===== src/rtl/rgb_mixer_pkg.sv =====
// Shared constants for the RGB mixer front end: default widths/debounce
// timing and the quadrature direction encoding.
package rgb_mixer_pkg;

  localparam int unsigned DEFAULT_WIDTH        = 8;
  localparam int unsigned DEFAULT_DEBOUNCE_DIV = 16;
  localparam int unsigned DEFAULT_DEBOUNCE_LEN = 4;

  // Debounced B level seen at the debounced-A rising edge
  localparam logic DIR_CW  = 1'b0;
  localparam logic DIR_CCW = 1'b1;

endpackage : rgb_mixer_pkg


===== src/rtl/debounce.sv =====
// One encoder channel: 2-flop synchroniser, strobe-sampled shift register
// and hysteretic debounced level.
module debounce #(
  parameter int unsigned DEBOUNCE_LEN = 4
) (
  input  logic clk,
  input  logic reset,
  input  logic strobe,
  input  logic raw,
  output logic level
);

  logic                    sync_q1;
  logic                    sync_q2;
  logic [DEBOUNCE_LEN-1:0] hist_q;
  logic [DEBOUNCE_LEN-1:0] hist_next;
  logic                    level_next;

  // Raw inputs are asynchronous; idle high, so flops reset to 1
  always_ff @(posedge clk) begin
    if (reset) begin
      sync_q1 <= 1'b1;
      sync_q2 <= 1'b1;
    end else begin
      sync_q1 <= raw;
      sync_q2 <= sync_q1;
    end
  end

  always_comb begin
    hist_next  = hist_q;
    level_next = level;
    if (strobe) begin
      hist_next = {hist_q[DEBOUNCE_LEN-2:0], sync_q2};
      if (&hist_next) begin
        level_next = 1'b1;
      end else if (~|hist_next) begin
        level_next = 1'b0;
      end
    end
  end

  always_ff @(posedge clk) begin
    if (reset) begin
      hist_q <= '1;
      level  <= 1'b1;
    end else begin
      hist_q <= hist_next;
      level  <= level_next;
    end
  end

endmodule : debounce


===== src/rtl/quad_encoder.sv =====
// Quadrature rotary-encoder front end: debounces both channels on a shared
// prescaler strobe, decodes 1x detents on debounced-A rise, updates value.
module quad_encoder
  import rgb_mixer_pkg::*;
#(
  parameter int unsigned WIDTH        = DEFAULT_WIDTH,
  parameter int unsigned STEP         = 1,
  parameter bit          SATURATE     = 1'b0,
  parameter int unsigned RESET_VALUE  = 0,
  parameter int unsigned DEBOUNCE_DIV = DEFAULT_DEBOUNCE_DIV,
  parameter int unsigned DEBOUNCE_LEN = DEFAULT_DEBOUNCE_LEN
) (
  input  logic             clk,
  input  logic             reset,
  input  logic             enc_a,
  input  logic             enc_b,
  output logic [WIDTH-1:0] value,
  output logic             changed
);

  localparam int unsigned CNT_W = (DEBOUNCE_DIV > 1) ? $clog2(DEBOUNCE_DIV) : 1;
  localparam int unsigned EXT_W = WIDTH + 1;

  logic [CNT_W-1:0] presc_q;
  logic             strobe;
  logic             deb_a;
  logic             deb_b;
  logic             prev_a;
  logic             detent;
  logic [EXT_W-1:0] sum;
  logic [EXT_W-1:0] diff;
  logic [WIDTH-1:0] value_next;
  logic             changed_next;

  // Shared prescaler keeps both channels sampling on the same cycle
  assign strobe = (presc_q == CNT_W'(DEBOUNCE_DIV - 1));

  always_ff @(posedge clk) begin
    if (reset) begin
      presc_q <= '0;
    end else if (strobe) begin
      presc_q <= '0;
    end else begin
      presc_q <= presc_q + CNT_W'(1);
    end
  end

  debounce #(
    .DEBOUNCE_LEN (DEBOUNCE_LEN)
  ) u_deb_a (
    .clk    (clk),
    .reset  (reset),
    .strobe (strobe),
    .raw    (enc_a),
    .level  (deb_a)
  );

  debounce #(
    .DEBOUNCE_LEN (DEBOUNCE_LEN)
  ) u_deb_b (
    .clk    (clk),
    .reset  (reset),
    .strobe (strobe),
    .raw    (enc_b),
    .level  (deb_b)
  );

  assign detent = deb_a & ~prev_a;

  // Arithmetic one bit wider so the carry/borrow flags the limit crossing
  always_comb begin
    value_next   = value;
    changed_next = 1'b0;
    sum          = {1'b0, value} + EXT_W'(STEP);
    diff         = {1'b0, value} - EXT_W'(STEP);
    if (detent) begin
      if (deb_b == DIR_CW) begin
        value_next = (SATURATE && sum[WIDTH]) ? '1 : sum[WIDTH-1:0];
      end else begin
        value_next = (SATURATE && diff[WIDTH]) ? '0 : diff[WIDTH-1:0];
      end
      changed_next = (value_next != value);
    end
  end

  always_ff @(posedge clk) begin
    if (reset) begin
      prev_a  <= 1'b1;
      value   <= WIDTH'(RESET_VALUE);
      changed <= 1'b0;
    end else begin
      prev_a  <= deb_a;
      value   <= value_next;
      changed <= changed_next;
    end
  end

endmodule : quad_encoder


===== config.mk =====
export PLATFORM = sky130hd
export DESIGN_NAME = quad_encoder
export DESIGN_NICKNAME = d
export VERILOG_FILES = /design/src/rtl/rgb_mixer_pkg.sv /design/src/rtl/debounce.sv /design/src/rtl/quad_encoder.sv
export SDC_FILE = /design/constraint.sdc
export NUM_CORES = 1
export LEC_CHECK = 0
export ABC_AREA = 1
export CORE_ASPECT_RATIO = 1.75
export CORE_MARGIN = 5
export CORE_UTILIZATION = 54
export DETAILED_ROUTE_END_ITERATION = 10
export HOLD_SLACK_MARGIN = 0.08
export PLACE_DENSITY = 0.82
export SYNTH_ARGS = -nofsm -noshare
export SYNTH_HDL_FRONTEND = slang
export SYNTH_HIERARCHICAL = 1
export SYNTH_SLANG_ARGS = --single-unit

===== constraint.sdc =====
create_clock -name clk -period 1.8 [get_ports clk]
set_input_delay 0.36 -clock clk [delete_from_list [all_inputs] [get_ports clk]]
set_output_delay 0.36 -clock clk [all_outputs]
set_load 0.02 [all_outputs]

Yosys cells after proc, flatten, opt, wreduce, memory -nomap -nowiden. Cells that the tools add are included.

Register bits: 26. Latch bits: 0. Bits in writable memories: 0. ROM bits: 0. Bits of input ports: 4. Output and inout bits: 9. Logic and storage cells: 36. Memories kept: 0.

Add/sub/neg operators: 3. Multipliers: 0. Divide/modulo/power cells: 0. Order comparisons: 0. Eq/ne operators: 4. Shift-type cells: 0. Muxes and demuxes: 6. Bitwise logic cells: 3. Reduce and logical (&&, ||, !) cells: 8.

Operators with widths (number): $mux W8 (2); $add A8 B1 Y8 const B (1); $ne A8 B8 Y1 (1); $reduce_and A4 Y1 (2); $reduce_or A4 Y1 (2); $sub A8 B1 Y8 const B (1); $add A4 B1 Y4 const B (1); $eq A4 B4 Y1 const B (1); $mux W1 (4); $ne A2 B1 Y1 const B (2); $reduce_and A2 Y1 (2); $reduce_or A2 Y1 (2); $not A1 Y1 (2); $and A1 B1 Y1 (1).

Longest topological paths before layout. Gate-level depths: netlist of the first run.

Depth in word-level cells: 4. Gate-level depth with buffers: 11.

Hierarchy. Netlist of the first run, hierarchy kept.

Modules (own cells, without submodules): quad_encoder (instances 1, cells an instance 118, area an instance 819.5 µm², sequential area each 280.3 µm²); debounce (instances 2, cells an instance 26, area an instance 210.2 µm², sequential area each 120.1 µm²).

Worst setup path before layout of the first run. No wires, ideal clock.

Path kind: register to register. Start: register value[0]. End: register value[4]. Arrival time: 1518 ps. Setup slack: 173 ps. Cell stages (with the launch flop): 11. Buffers on the path: 0. Cells stage by stage: dfxtp_1 -> inv_1 -> fa_1 -> inv_1 -> nand2_1 -> nand2_1 -> and2_4 -> or2_0 -> nand3_1 -> nand2_1 -> inv_1.

Cells in the longest elaborated chain, start to end: 3. Elaborated cells between the ends (all ways): 4. Those cells by class: add/sub (2); mux (2).

RTL lines: from (decl) (line quad_encoder.sv:17) `output logic [WIDTH-1:0] value,`; from (signal assigned) (line quad_encoder.sv:89) `value <= WIDTH'(RESET_VALUE);`; from (signal assigned) (line quad_encoder.sv:93) `value <= value_next;`; $add A8 B1 Y8 / $sub A8 B1 Y8 (equally long branches) (line quad_encoder.sv:74, quad_encoder.sv:75); $mux W8 * (line quad_encoder.sv:77) `if (deb_b == DIR_CW) begin`; $mux W8 * (line quad_encoder.sv:76) `if (detent) begin`.

Mark *: on every way between the ends. The rest lies on a longest branch, timed or not. The select of a mux whose other input is x is not followed. A chain may end at the register's enable or synchronous reset.

Worst setup path after layout of the first run. Same ends and word-level chain as after synthesis.

==> flow_summary_export.csv, run 1 <==
group,metric,value,unit
outcome,outcome,"complete, no violations",
flow_run,maxCapViolations,0,
timing,slew_headroom,63.5,%
cts,h-tree-depth,1,
power_and_ir_drop,power.density,671,nW/um^2
synthesis,yosysMostFrequentCell,"nand2_1",
timing,skew,0.00274,ns
global_route,grt_pass1_wl,4.04,mm
critical_path,cp_top_family,"simple AND/OR/NAND/NOR gates",
place,post-place-ws,0.137,ns
timing,timing.final.ws_setup,0.160,ns
cts,cts_tree,"built",
synthesis,yosys.area.top_type,"dfxtp_1",
global_route,antenna_found_initial,0,
global_route,grtUsageTotal,15.5,%
critical_path,cp_num_buf_inv,3,
critical_path,cp-start-kind,"flop",
critical_path,endpoint_kind,"flop",
timing,max_freq,610,MHz
synthesis,synth_edf_count,0,
cts,cts_sinks,26,
synthesis,syn_area,1240,um^2
die,rows,23,
synthesis,async_flop_share,0,%
critical_path,slowest_delay,0.46,ns
die,die_h,73.4,um
timing,period_minus_slack,1.64,ns
cts,holdBufCountCts,0,
power_and_ir_drop,leakage,0.742,nW
cts,clk_latency,0.26,ns
die,core,2240,um^2
power_and_ir_drop,switching_share,19.3,%
synthesis,netlist_top_cells_count,"nand2_1 (33), dfxtp_1 (26), nor2_1 (26), inv_1 (24), nand3_1 (15)",
synthesis,synth_warnings,6,
finish,fin_area,1470,um^2
synthesis,synth-seq-cells,26,
synthesis,synth_area_leaders,"dfxtp_1 (42%), nand2_1 (10%), nor2_1 (7.9%)",
cts,clkTransAtPathRegs,0.08,ns
power_and_ir_drop,p_sw,191,uW
timing,setup_viol,0,
route,drt_iter0_markers,23,
finish,syn2layout_area_growth,18.8,%
critical_path,path_cells,"inv_1, fa_1, inv_1, nand2_1, nand2_1, and2_4, or2_0, nand3_1, nand2_1, inv_1",
synthesis,synth_top_area_share,42.0,%
timing,fin_crit_sh,91.1,%
synthesis,yosysSeqAreaShare,42.0,%
route,ant_nets,0,
timing,slew_violations,0,
global_route,grt_pass1_vias,1073,
route,vias,1087,
route,viasPerCell,5.08,
power_and_ir_drop,intPower,797,uW
place,io_buffers,12,
place,gp_congestion,0.823,
route,wirelength,2.29,mm
cts,cts_made_buffers,3,
timing,tightest_slew,0.547,ns
cts,clock_path_buffers,2,
die,initial_utilization,55.2,%
critical_path,slowest_stage,"fa_1",
synthesis,synth_cell_type_count,20,
timing,setup-tns-final,0,ns
place,hpwl,1.86,mm
synthesis,netlist_instances,170,
die,io_pins,13,
route,wl_per_cell,10.7,um
critical_path,worstPathRequired,1.97,ns
critical_path,worstPathArrival,1.81,ns
cts,root_buffer,"clkbuf_8",
place,dp_cells,210,
global_route,overflow,0,
finish,drive_gt1_share,10.6,%
synthesis,ys.flop_type,"dfxtp_1",
critical_path,path_max_fanout,3,
power_and_ir_drop,combPwrFrac,3.5,%
timing,rsz0062_at_grt,"no",
finish,final-instance-count-excl-fill,214,
timing,hold_violations,0,
finish,final_nets,202,
route,drt_pass1_iterations,4,
synthesis,syn_nets,182,
critical_path,path_class,"reg2reg",
synthesis,syn_area_per_cell,7.29,um^2
min_path,hp-class,"reg2reg",
power_and_ir_drop,ir_worst_vdd,609,uV
route,drcViolationCount,0,
global_route,grt_start_max_net_pins,16,
power_and_ir_drop,p_seq_share,59.7,%
place,dpl_cell_area,1420,um^2
die,die_w,46.2,um
finish,n_antenna_cell,0,
power_and_ir_drop,clockPowerShare,36.7,%
die,die_area,3390,um^2
## cell families after synthesis
family          synth area share (%)
xor+xnor                        2.12
simple gates                    31.5
compound gates                  7.47
flops                           42.0
buf+inv                         8.27
fa+ha+maj                       8.68
## flip-flops by register name, summed over array words and instances (netlist names)
name and flops:
u_deb_a/sync_q1 1, u_deb_b/level 1, u_deb_a/hist_q 3, u_deb_b/sync_q2 1, changed 1, prev_a 1
u_deb_a/level 1, u_deb_b/sync_q1 1, value 8, u_deb_b/hist_q 3, presc_q 4, u_deb_a/sync_q2 1
## final timing paths
| kind | start | endpoint | slack (ns) | depth (start not counted) |
|---|---|---|---|---|
| max | value[0]$_SDFFE_PP0P_ | value[4]$_SDFFE_PP0P_ | 0.16 | 10 |
| min | u_deb_b/sync_q1$_SDFF_PP1_ | u_deb_b/sync_q2$_SDFF_PP1_ | 0.42 | 1 |
| max reg2reg | value[0]$_SDFFE_PP0P_ | value[4]$_SDFFE_PP0P_ | 0.16 | 10 |
| min reg2reg | u_deb_b/sync_q1$_SDFF_PP1_ | u_deb_b/sync_q2$_SDFF_PP1_ | 0.42 | 1 |
## power by group through the flow
stage / registers [mW] / logic [mW] / clock network (mW)
2_1_floorplan: 0.602 / 0.0178 / 0
3_3_place_gp: 0.603 / 0.0339 / 0
3_5_place_dp: 0.604 / 0.0355 / 0
4_1_cts: 0.590 / 0.0356 / 0.378
5_1_grt: 0.591 / 0.0405 / 0.397
6_report: 0.590 / 0.0351 / 0.363
## stage by stage
stage | utilization [%] | hold slack, ns | power [mW]
6_report | 65.6 | 0.418 | 0.988
5_1_grt | 65.6 | 0.438 | 1.03
4_1_cts | 65.6 | 0.421 | 1.00
3_5_place_dp | 63.1 | 0.396 | 0.639
3_3_place_gp | 63.1 | 0.395 | 0.637
2_1_floorplan | - | 0.389 | 0.620
## layout make-up
| cell class | count | area, um^2 |
|---|---|---|
| sequential | 26 | 522 |
| multi-input combinational | 117 | 617 |
| inverter | 26 | 97.6 |
| fill | 199 | 772 |
| clock buffer | 4 | 55.1 |
| tap | 25 | 31.3 |
| timing repair buffer | 16 | 150 |
## cell usage in the layout (no fill, tap or decap), drive strengths merged, types with 4 or more instances in the layout
master	Yosys	layout
clkbuf	0	4
dfxtp	26	26
clkdlybuf4s50	0	12
buf	1	4
or2	7	7
inv	26	26
nand2	33	33
nand3	15	15
o21ai	9	9
ha	7	7
a21oi	8	8
nor2	29	29
## layer usage
layer	vias to the layer above	track usage (%)	wire length [um]
met5	-	0	0
met4	0	6.33	59
met3	6	2.21	57
met2	16	28.8	1240
met1	499	16.1	935
li1	566	-	-
## worst register-to-register path: stages (launching register included)
cell	delay [ns]
dfxtp_1	0.37
inv_1	0.10
fa_1	0.46
inv_1	0.07
nand2_1	0.04
nand2_1	0.08
and2_4	0.14
or2_0	0.10
nand3_1	0.06
nand2_1	0.08
inv_1	0.04
## what timing repair did
item / 4_1_cts / 5_1_grt
resized for setup: 0 / 1
endpoints found under the setup margin: 0 / 3
buffers inserted: 0 / 0
(Power assumes the default switching activity.)
==> inputs of run 2 (changes only) <==
- CAP_MARGIN: unset -> 0
- SKIP_CTS_REPAIR_TIMING: unset -> 1
==> results of run 2 <==
No change in the layout: final DEF, timing and power equal those of run 1.
==> inputs of run 3 (changes only) <==
- ABC_CLOCK_PERIOD_IN_PS: unset -> 1800
- CORE_UTILIZATION: 54 -> 29
- PLACE_DENSITY: 0.82 -> 0.51
==> run 3 against run 2 <==
Final cell count is 12% higher. Flip-flop and latch count stayed put. Combinational power decreased by 2%. Non-clock buffer count increased by 1. Critical path depth decreased by 9. Design area grew 2.5%. Sequential power barely moved. Setup slack got worse by 0.014 ns. Hold slack got worse by 0.011 ns. Clock-buffer cell count did not move. Total power increased by 0.57%. Clock skew is 0.0060 ns higher. Largest cell class unchanged.
==> flow_summary_export.csv, run 3 (same netlist as run 1, synthesis figures left out) <==
group,metric,value,unit
timing,max_freq,605,MHz
power_and_ir_drop,ir_worst_vdd,368,uV
timing,rsz0062_at_grt,"no",
critical_path,reg2reg_to,"value[4]$_SDFFE_PP0P_",
cts,cts_made_buffers,3,
timing,fin_crit_sh,91.9,%
critical_path,path_class,"reg2out",
min_path,hp-class,"reg2reg",
cts,cts_sinks,26,
finish,final_common_cell,"nand2_1",
critical_path,worstPathArrival,1.29,ns
place,hpwl,1.90,mm
cts,clock_path_buffers,2,
route,drcViolationCount,0,
cts,cts_tree,"built",
cts,clk_latency,0.27,ns
global_route,grt_pass1_vias,975,
timing,slew_violations,0,
finish,final_nets,203,
critical_path,slowest_stage,"clkdlybuf4s50_1",
finish,top_register,"value",
global_route,grtUsageTotal,9.01,%
die,die_area,5730,um^2
critical_path,endpoint_kind,"output port",
route,vias,1066,
global_route,overflow,0,
finish,drive_gt1_share,10.5,%
critical_path,worstReg2RegStart,"u_deb_b/level$_SDFFE_PP1P_",
route,viasPerCell,4.46,
min_path,hold_end,"u_deb_a/sync_q2$_SDFF_PP1_",
timing,slew_headroom,78.2,%
global_route,grt_pass1_wl,3.95,mm
cts,root_buffer,"clkbuf_8",
critical_path,path_max_fanout,4,
finish,final-instance-count-excl-fill,239,
finish,syn2layout_area_growth,21.7,%
finish,largest_reg_flops,8,
timing,setup_viol,0,
critical_path,slowest_delay,0.63,ns
route,drt_pass1_iterations,4,
timing,tightest_slew,0.324,ns
critical_path,cp-start-kind,"flop",
timing,setup-tns-final,0,ns
die,initial_utilization,29.9,%
timing,hold_violations,0,
finish,fin_util,36.4,%
flow_run,maxCapViolations,0,
cts,clkTransAtPathRegs,0.09,ns
critical_path,regToRegSetupSlack,0.20,ns
place,gp_congestion,0.758,
critical_path,path_cells,"clkdlybuf4s50_1",
die,die_h,96.5,um
power_and_ir_drop,power.density,659,nW/um^2
place,io_buffers,12,
timing,skew,0.00875,ns
critical_path,reg2regPathDepth,10,
global_route,grt_start_max_net_pins,15,
die,die_w,59.4,um
timing,fin_hold_ws,0.407,ns
critical_path,cp_top_family,"buffers and inverters",
finish,n_antenna_cell,0,
route,wl_per_cell,9.86,um
finish,top_regs,"value: 8 flops, presc_q: 4 flops",
die,rows,31,
route,ant_nets,0,
power_and_ir_drop,leakage,0.748,nW
die,io_pins,13,
route,wirelength,2.36,mm
global_route,antenna_found_initial,0,
place,dp_cells,235,
cts,h-tree-depth,1,
timing,period_minus_slack,1.65,ns
finish,final_cell_mix,"nand2_1 (33), nor2_1 (26), dfxtp_1 (26), inv_1 (24), nand3_1 (15)",
min_path,min_from,"u_deb_a/sync_q1$_SDFF_PP1_",
route,drt_iter0_markers,15,
outcome,outcome,"complete, no violations",
critical_path,worstPathRequired,1.44,ns
critical_path,cp_num_buf_inv,1,
min_path,worstHoldPathCells,1,
die,core,4150,um^2
==> run 3: metrics by stage <==
stage / cell area (um^2) / setup slack, ns / power, mW
6_report: 1510 / 0.146 / 0.994
5_1_grt: 1510 / 0.00669 / 1.04
4_1_cts: 1510 / 0.125 / 1.02
3_5_place_dp: 1450 / 0.191 / 0.638
3_3_place_gp: 1450 / 0.185 / 0.638
2_1_floorplan: 1240 / 0.173 / 0.620
==> run 3: how the worst max path moves through the flow <==
stage                               start                     to  slack (ns)  depth (start not counted)
6_report            value[1]$_SDFFE_PP0P_               value[1]        0.15                          1
5_1_grt        u_deb_b/level$_SDFFE_PP1P_  value[7]$_SDFFE_PP0P_       0.007                         10
4_1_cts             value[1]$_SDFFE_PP0P_               value[1]        0.12                          1
3_5_place_dp   u_deb_b/level$_SDFFE_PP1P_  value[4]$_SDFFE_PP0P_        0.19                         10
3_3_place_gp   u_deb_b/level$_SDFFE_PP1P_  value[4]$_SDFFE_PP0P_        0.18                         10
2_1_floorplan       value[0]$_SDFFE_PP0P_  value[4]$_SDFFE_PP0P_        0.17                         10
==> run 3: final cells by class <==
class	instances	area [um^2]
clock buffer	4	55.1
fill	438	2640
inverter	26	97.6
multi-input combinational	117	617
sequential	26	520
tap	49	61.3
timing repair buffer	17	158
==> run 3: layer usage <==
metal | share of wire, % | global-route usage (%)
met1 | 41 | 9.19
met2 | 54 | 16.9
met3 | 2.8 | 1.60
met4 | 1.8 | 4.54
met5 | 0 | 0
==> run 3: worst reg2reg max path, delay by kind of cell, from the launching register on <==
kind / cells / cell delay, ns
and+or+nand+nor: 6 / 0.46
buffers and inverters: 3 / 0.19
DFF: 1 / 0.45
adders and majority gates: 1 / 0.40
==> run 3: where the power goes <==
group / internal, mW / total (mW) / switching, mW / leakage, nW
logic: 0.0178 / 0.0343 / 0.0164 / 0.508
clock network: 0.195 / 0.370 / 0.175 / 0.0288
registers: 0.584 / 0.589 / 0.00483 / 0.211
total: 0.798 / 0.994 / 0.196 / 0.748
==> RTL edit 1, RTL diff (config.mk and constraints of run 1) <==
Set the package constant `DEFAULT_WIDTH` to 12 (it was 8).
--- a/src/rtl/rgb_mixer_pkg.sv
+++ b/src/rtl/rgb_mixer_pkg.sv
@@ -4,3 +4,3 @@
 
-  localparam int unsigned DEFAULT_WIDTH        = 8;
+  localparam int unsigned DEFAULT_WIDTH        = 12;
   localparam int unsigned DEFAULT_DEBOUNCE_DIV = 16;
Ports: changed (resized value); port bits go from 13 to 17. No check against the original RTL was run, so the function may have changed too.
==> RTL edit 1 against run 1 <==
Combinational power up 3%. Clock power up 51%. Area after synthesis up 37%. Routed wire length up 50%. Synthesized cell count up 51%. Setup slack worse by 0.040 ns. Sequential cell count up 4. Final area up 39%. Total power up 28%. Largest cell class unchanged. Highest routed layer unchanged.
==> RTL edit 1: results (changes against run 1) <==
stage	metric	value	unit	change
cells_and_area	fraction of layout cells with a size suffix above 1	0.102		-0.00371
global_route	GR Overflow Total	0		unchanged
timing	hold slack	0.414	ns	-0.00419 ns
critical_path	crit path DAT	1.91	ns	+0.10 ns
routing	number of DRC markers in iteration 0	35		+52%
timing	Rel. slew slack	0.764		+0.129
place	dpl hpwl	2.73	mm	+47%
place	gp weighted congestion	0.855		+3.9%
synth	Post-Syn Nets	272		+49%
synth	top post-synthesis cells by area	dfxtp_1, nand2_1, nor2_1, inv_1, ha_1		
clock_network	CTS resizes	0		unchanged
place	dpl ws	0.110	ns	-0.0274 ns
hold_path	Hold Crit Endpoint	u_deb_a/sync_q2		
power_and_ir_drop	standby leakage power	1.09	nW	+47%
hold_path	Worst Hold Path Cells	1		unchanged
global_route	largest net degree at the start of global routing	22		+6
cells_and_area	biggest regs	value (12), presc_q (4)		
global_route	global-route wire length before repair	5.94	mm	+47%
place	Port Buf Inserts	16		+4
critical_path	worst-path fanout max	6		+3
hold_path	hold path startpoint	u_deb_a/sync_q1		
global_route	vias in the first global route	1545		+44%
timing	setup ws final	0.120	ns	-0.0400 ns
cells_and_area	Fill cells	305		+53%
routing	Routed met3 length	106	um	+86%
critical_path	reg2reg end	value[8]		
routing	wl on met1	1.34	mm	+43%
synth	top cells by count, synth	nand2_1, nor2_1, inv_1		
clock_network	deepest clock path buffer count	2		unchanged
power_and_ir_drop	Internal Dissipation	0.999	mW	+25%
synth	Post-synth ARST share	0		unchanged
clock_network	H-tree depth	2		+1
critical_path	CP startpoint	u_deb_b/level		
critical_path	flop2flop setup slack	0.12	ns	-0.04 ns
synth	yosys warns	6		unchanged
synth	Synth cell types	21		+5.0%
power_and_ir_drop	peak supply drop	0.000466	V	-23%
clock_network	Root Buffer	clkbuf_8		
synth	Seq/Total Area, Yosys	0.352		-0.0674
global_route	overall global routing resource usage	0.172		+0.0173
run_status	status	complete, no violations		
clock_network	clk slew on worst S/H paths	0.06	ns	-0.02 ns
critical_path	reg2reg path depth	11		+1
clock_network	clock latency on the worst-skew pair	0.28	ns	+0.02 ns
routing	WL met2	1.87	mm	+51%
cells_and_area	Final Net Count	299		+48%
routing	wirelength, routed	3.44	mm	+50%
routing	DRT Pass-1 Iters	5		+1
clock_network	CTS Buf Count	5		+2
global_route	antenna violations before repair	0		unchanged
critical_path	crit path capture	value[8]		
routing	vias per inst	4.90		-3.5%
timing	Final Skew	0.00874	ns	+0.00601 ns
critical_path	RR Startpoint	u_deb_b/level		
## RTL edit 1: metrics by stage
stage	cell area [sq um]	std cells	utilization
after floorplan	1700	256	-
after global placement	1950	319	0.628
after detailed placement	1950	319	0.628
after CTS	2040	327	0.657
after global routing	2050	327	0.659
final	2050	327	0.659
## RTL edit 1: routing by layer
layer,global-route usage,vias to the layer above
li1,-,844
met1,0.158,722
met2,0.314,24
met3,0.0391,13
met4,0.114,0
met5,0,-
## RTL edit 1: power groups by stage
stage / Clock [mW] / Sequential [mW] / Combinational, mW
detailed placement: 0 / 0.694 / 0.0363
CTS: 0.563 / 0.679 / 0.0364
global route: 0.596 / 0.680 / 0.0423
finish: 0.548 / 0.679 / 0.0361
global placement: 0 / 0.693 / 0.0352
floorplan: 0 / 0.692 / 0.0201
## RTL edit 1: worst max-delay path: stages, from the launching register on
cell and delay [ns]:
dfxtp_1 0.33, buf_4 0.14, inv_1 0.06, fa_1 0.42
inv_2 0.10, nand3_1 0.08, nand3_2 0.11, nand2_1 0.08
a21o_1 0.17, nand3_1 0.07, nand2_1 0.05, inv_1 0.04
## RTL edit 1: cells by family (layout without fill, tap and decap cells)
family / Yosys count / after routing / share of synthesized area
simple gates: 139 / 139 / 0.346
buf+inv: 47 / 75 / 0.109
flops: 30 / 30 / 0.352
compound gates: 21 / 21 / 0.0646
fa+ha+maj: 12 / 12 / 0.0925
xor+xnor: 7 / 7 / 0.0360
## RTL edit 1: cell type report
cell class                      count  area (sq um)  area share
Timing Repair Buffer               23           213       0.104
Clock buffer                        7          86.3      0.0422
Tap cell                           43          53.8      0.0263
Inverter                           44           165      0.0806
Clock inverter                      1          5.00     0.00244
Sequential cell                    30           601       0.293
Multi-Input combinational cell    179           925       0.451
==> RTL edit 2, RTL diff (flow settings as in run 1) <==
Without the edit above. Add an input register stage for `enc_a` and `enc_b`, without a reset; this delays them by one clock.
--- a/src/rtl/quad_encoder.sv
+++ b/src/rtl/quad_encoder.sv
@@ -22,2 +22,10 @@
   localparam int unsigned EXT_W = WIDTH + 1;
+
+  logic enc_a_q;
+  logic enc_b_q;
+
+  always_ff @(posedge clk) begin
+    enc_a_q <= enc_a;
+    enc_b_q <= enc_b;
+  end
 
@@ -53,3 +61,3 @@
     .strobe (strobe),
-    .raw    (enc_a),
+    .raw    (enc_a_q),
     .level  (deb_a)
@@ -63,3 +71,3 @@
     .strobe (strobe),
-    .raw    (enc_b),
+    .raw    (enc_b_q),
     .level  (deb_b)
Formal check against the unedited RTL: same outputs for any inputs over 10 cycles, from zero or initial values and one cycle with reset high; that may be too few to reach the edited logic, so the function may still have changed.
==> RTL edit 2 against run 1 <==
Utilization rose by 0.88 points. Worst hold slack improved by 0.0017 ns. Critical path type is now flop to output port. Total power increased by 5.2%. Clock skew shrank 0.00068 ns. Routed wire length grew 7.6%. Final cell count is 0.93% higher. Area after synthesis up 3.2%. Final area increased by 2.6%. Setup slack got worse by 0.029 ns. Die area increased by 2.7%. Sequential cell count grew 2.
==> RTL edit 2: results (changes against run 1) <==
stage	metric	value	unit	change
run_status	status	complete, no violations		
power_and_ir_drop	Internal Dissipation	0.843	mW	+5.8%
critical_path	reg2reg end	value[6]		
cells_and_area	Final Net Count	204		+0.99%
critical_path	delay-heaviest family, CP	buffers and inverters		
place	placed cell areas	1460	sq um	+2.8%
global_route	met3 Use GR	0.0291		+0.00700
global_route	global-route wire length before repair	4.38	mm	+8.5%
synth	Mapped Avg Cell Area	7.44	sq um	+2.0%
critical_path	worst-path fanout max	4		+1
routing	wire per inst	11.4	um	+6.6%
routing	number of DRC markers in iteration 0	29		+26%
cells_and_area	fraction of layout cells with a size suffix above 1	0.0995		-0.00634
routing	vias per inst	5.09		+0.26%
power_and_ir_drop	Clock Power Share	0.354		-0.013
synth	Seq/Total Area, Yosys	0.438		+0.0181
global_route	vias in the first global route	1117		+4.1%
global_route	met1 Resource Use GR	0.172		+0.0108
timing	Final Skew	0.00206	ns	-0.000682 ns
place	gp weighted congestion	0.779		-5.4%
global_route	routing usage on met2	0.315		+0.0263
power_and_ir_drop	peak supply drop	0.000921	V	+51%
power_and_ir_drop	Sw Share	0.189		-0.00409
synth	Post-Syn Nets	184		+1.1%
routing	wirelength, routed	2.47	mm	+7.6%
hold_path	Hold Crit Endpoint	u_deb_a/sync_q2		
-- RTL edit 2: changes by cell type after synthesis, sizes merged --
cell,run 1,this run
dfxtp,26,28
-- RTL edit 2: layout make-up --
class,count,area [sq um],area share
Clock buffer,4,55.1,0.0364
Inverter,26,97.6,0.0646
Multi-Input combinational cell,117,617,0.408
Sequential cell,28,561,0.371
Tap cell,25,31.3,0.0207
Timing Repair Buffer,16,150,0.0993
-- RTL edit 2: cell families (layout without fill, tap and decap cells) --
family	after synthesis	in the layout	synth area share
DFF	28	28	0.438
buffers and inverters	27	46	0.0802
adders and majority gates	8	8	0.0841
and+or+nand+nor	88	88	0.305
xor gates and xnor gates	3	3	0.0205
AOI/OAI and AO/OA	18	18	0.0723
-- RTL edit 2: per-layer routing --
metal,share of wire,vias up
li1,-,579
met1,0.40,494
met2,0.55,22
met3,0.034,5
met4,0.016,0
met5,0,-
-- RTL edit 2: metrics by stage --
step / hold WS [ns] / setup WS [ns] / util
finish: 0.420 / 0.131 / 0.665
global route: 0.434 / 0.0301 / 0.665
CTS: 0.419 / 0.127 / 0.665
detailed placement: 0.399 / 0.198 / 0.641
global placement: 0.396 / 0.244 / 0.641
floorplan: 0.388 / 0.173 / -
-- RTL edit 2: worst max-delay path by stage --
stage | end | slack, ns | depth (start not counted) | from
after detailed placement | value[6] | 0.20 | 10 | value[0]
final | value[1] | 0.13 | 1 | value[1]
after global routing | value[6] | 0.03 | 10 | value[0]
after floorplan | value[4] | 0.17 | 10 | value[0]
after global placement | value[6] | 0.24 | 10 | value[0]
after CTS | value[1] | 0.13 | 1 | value[1]
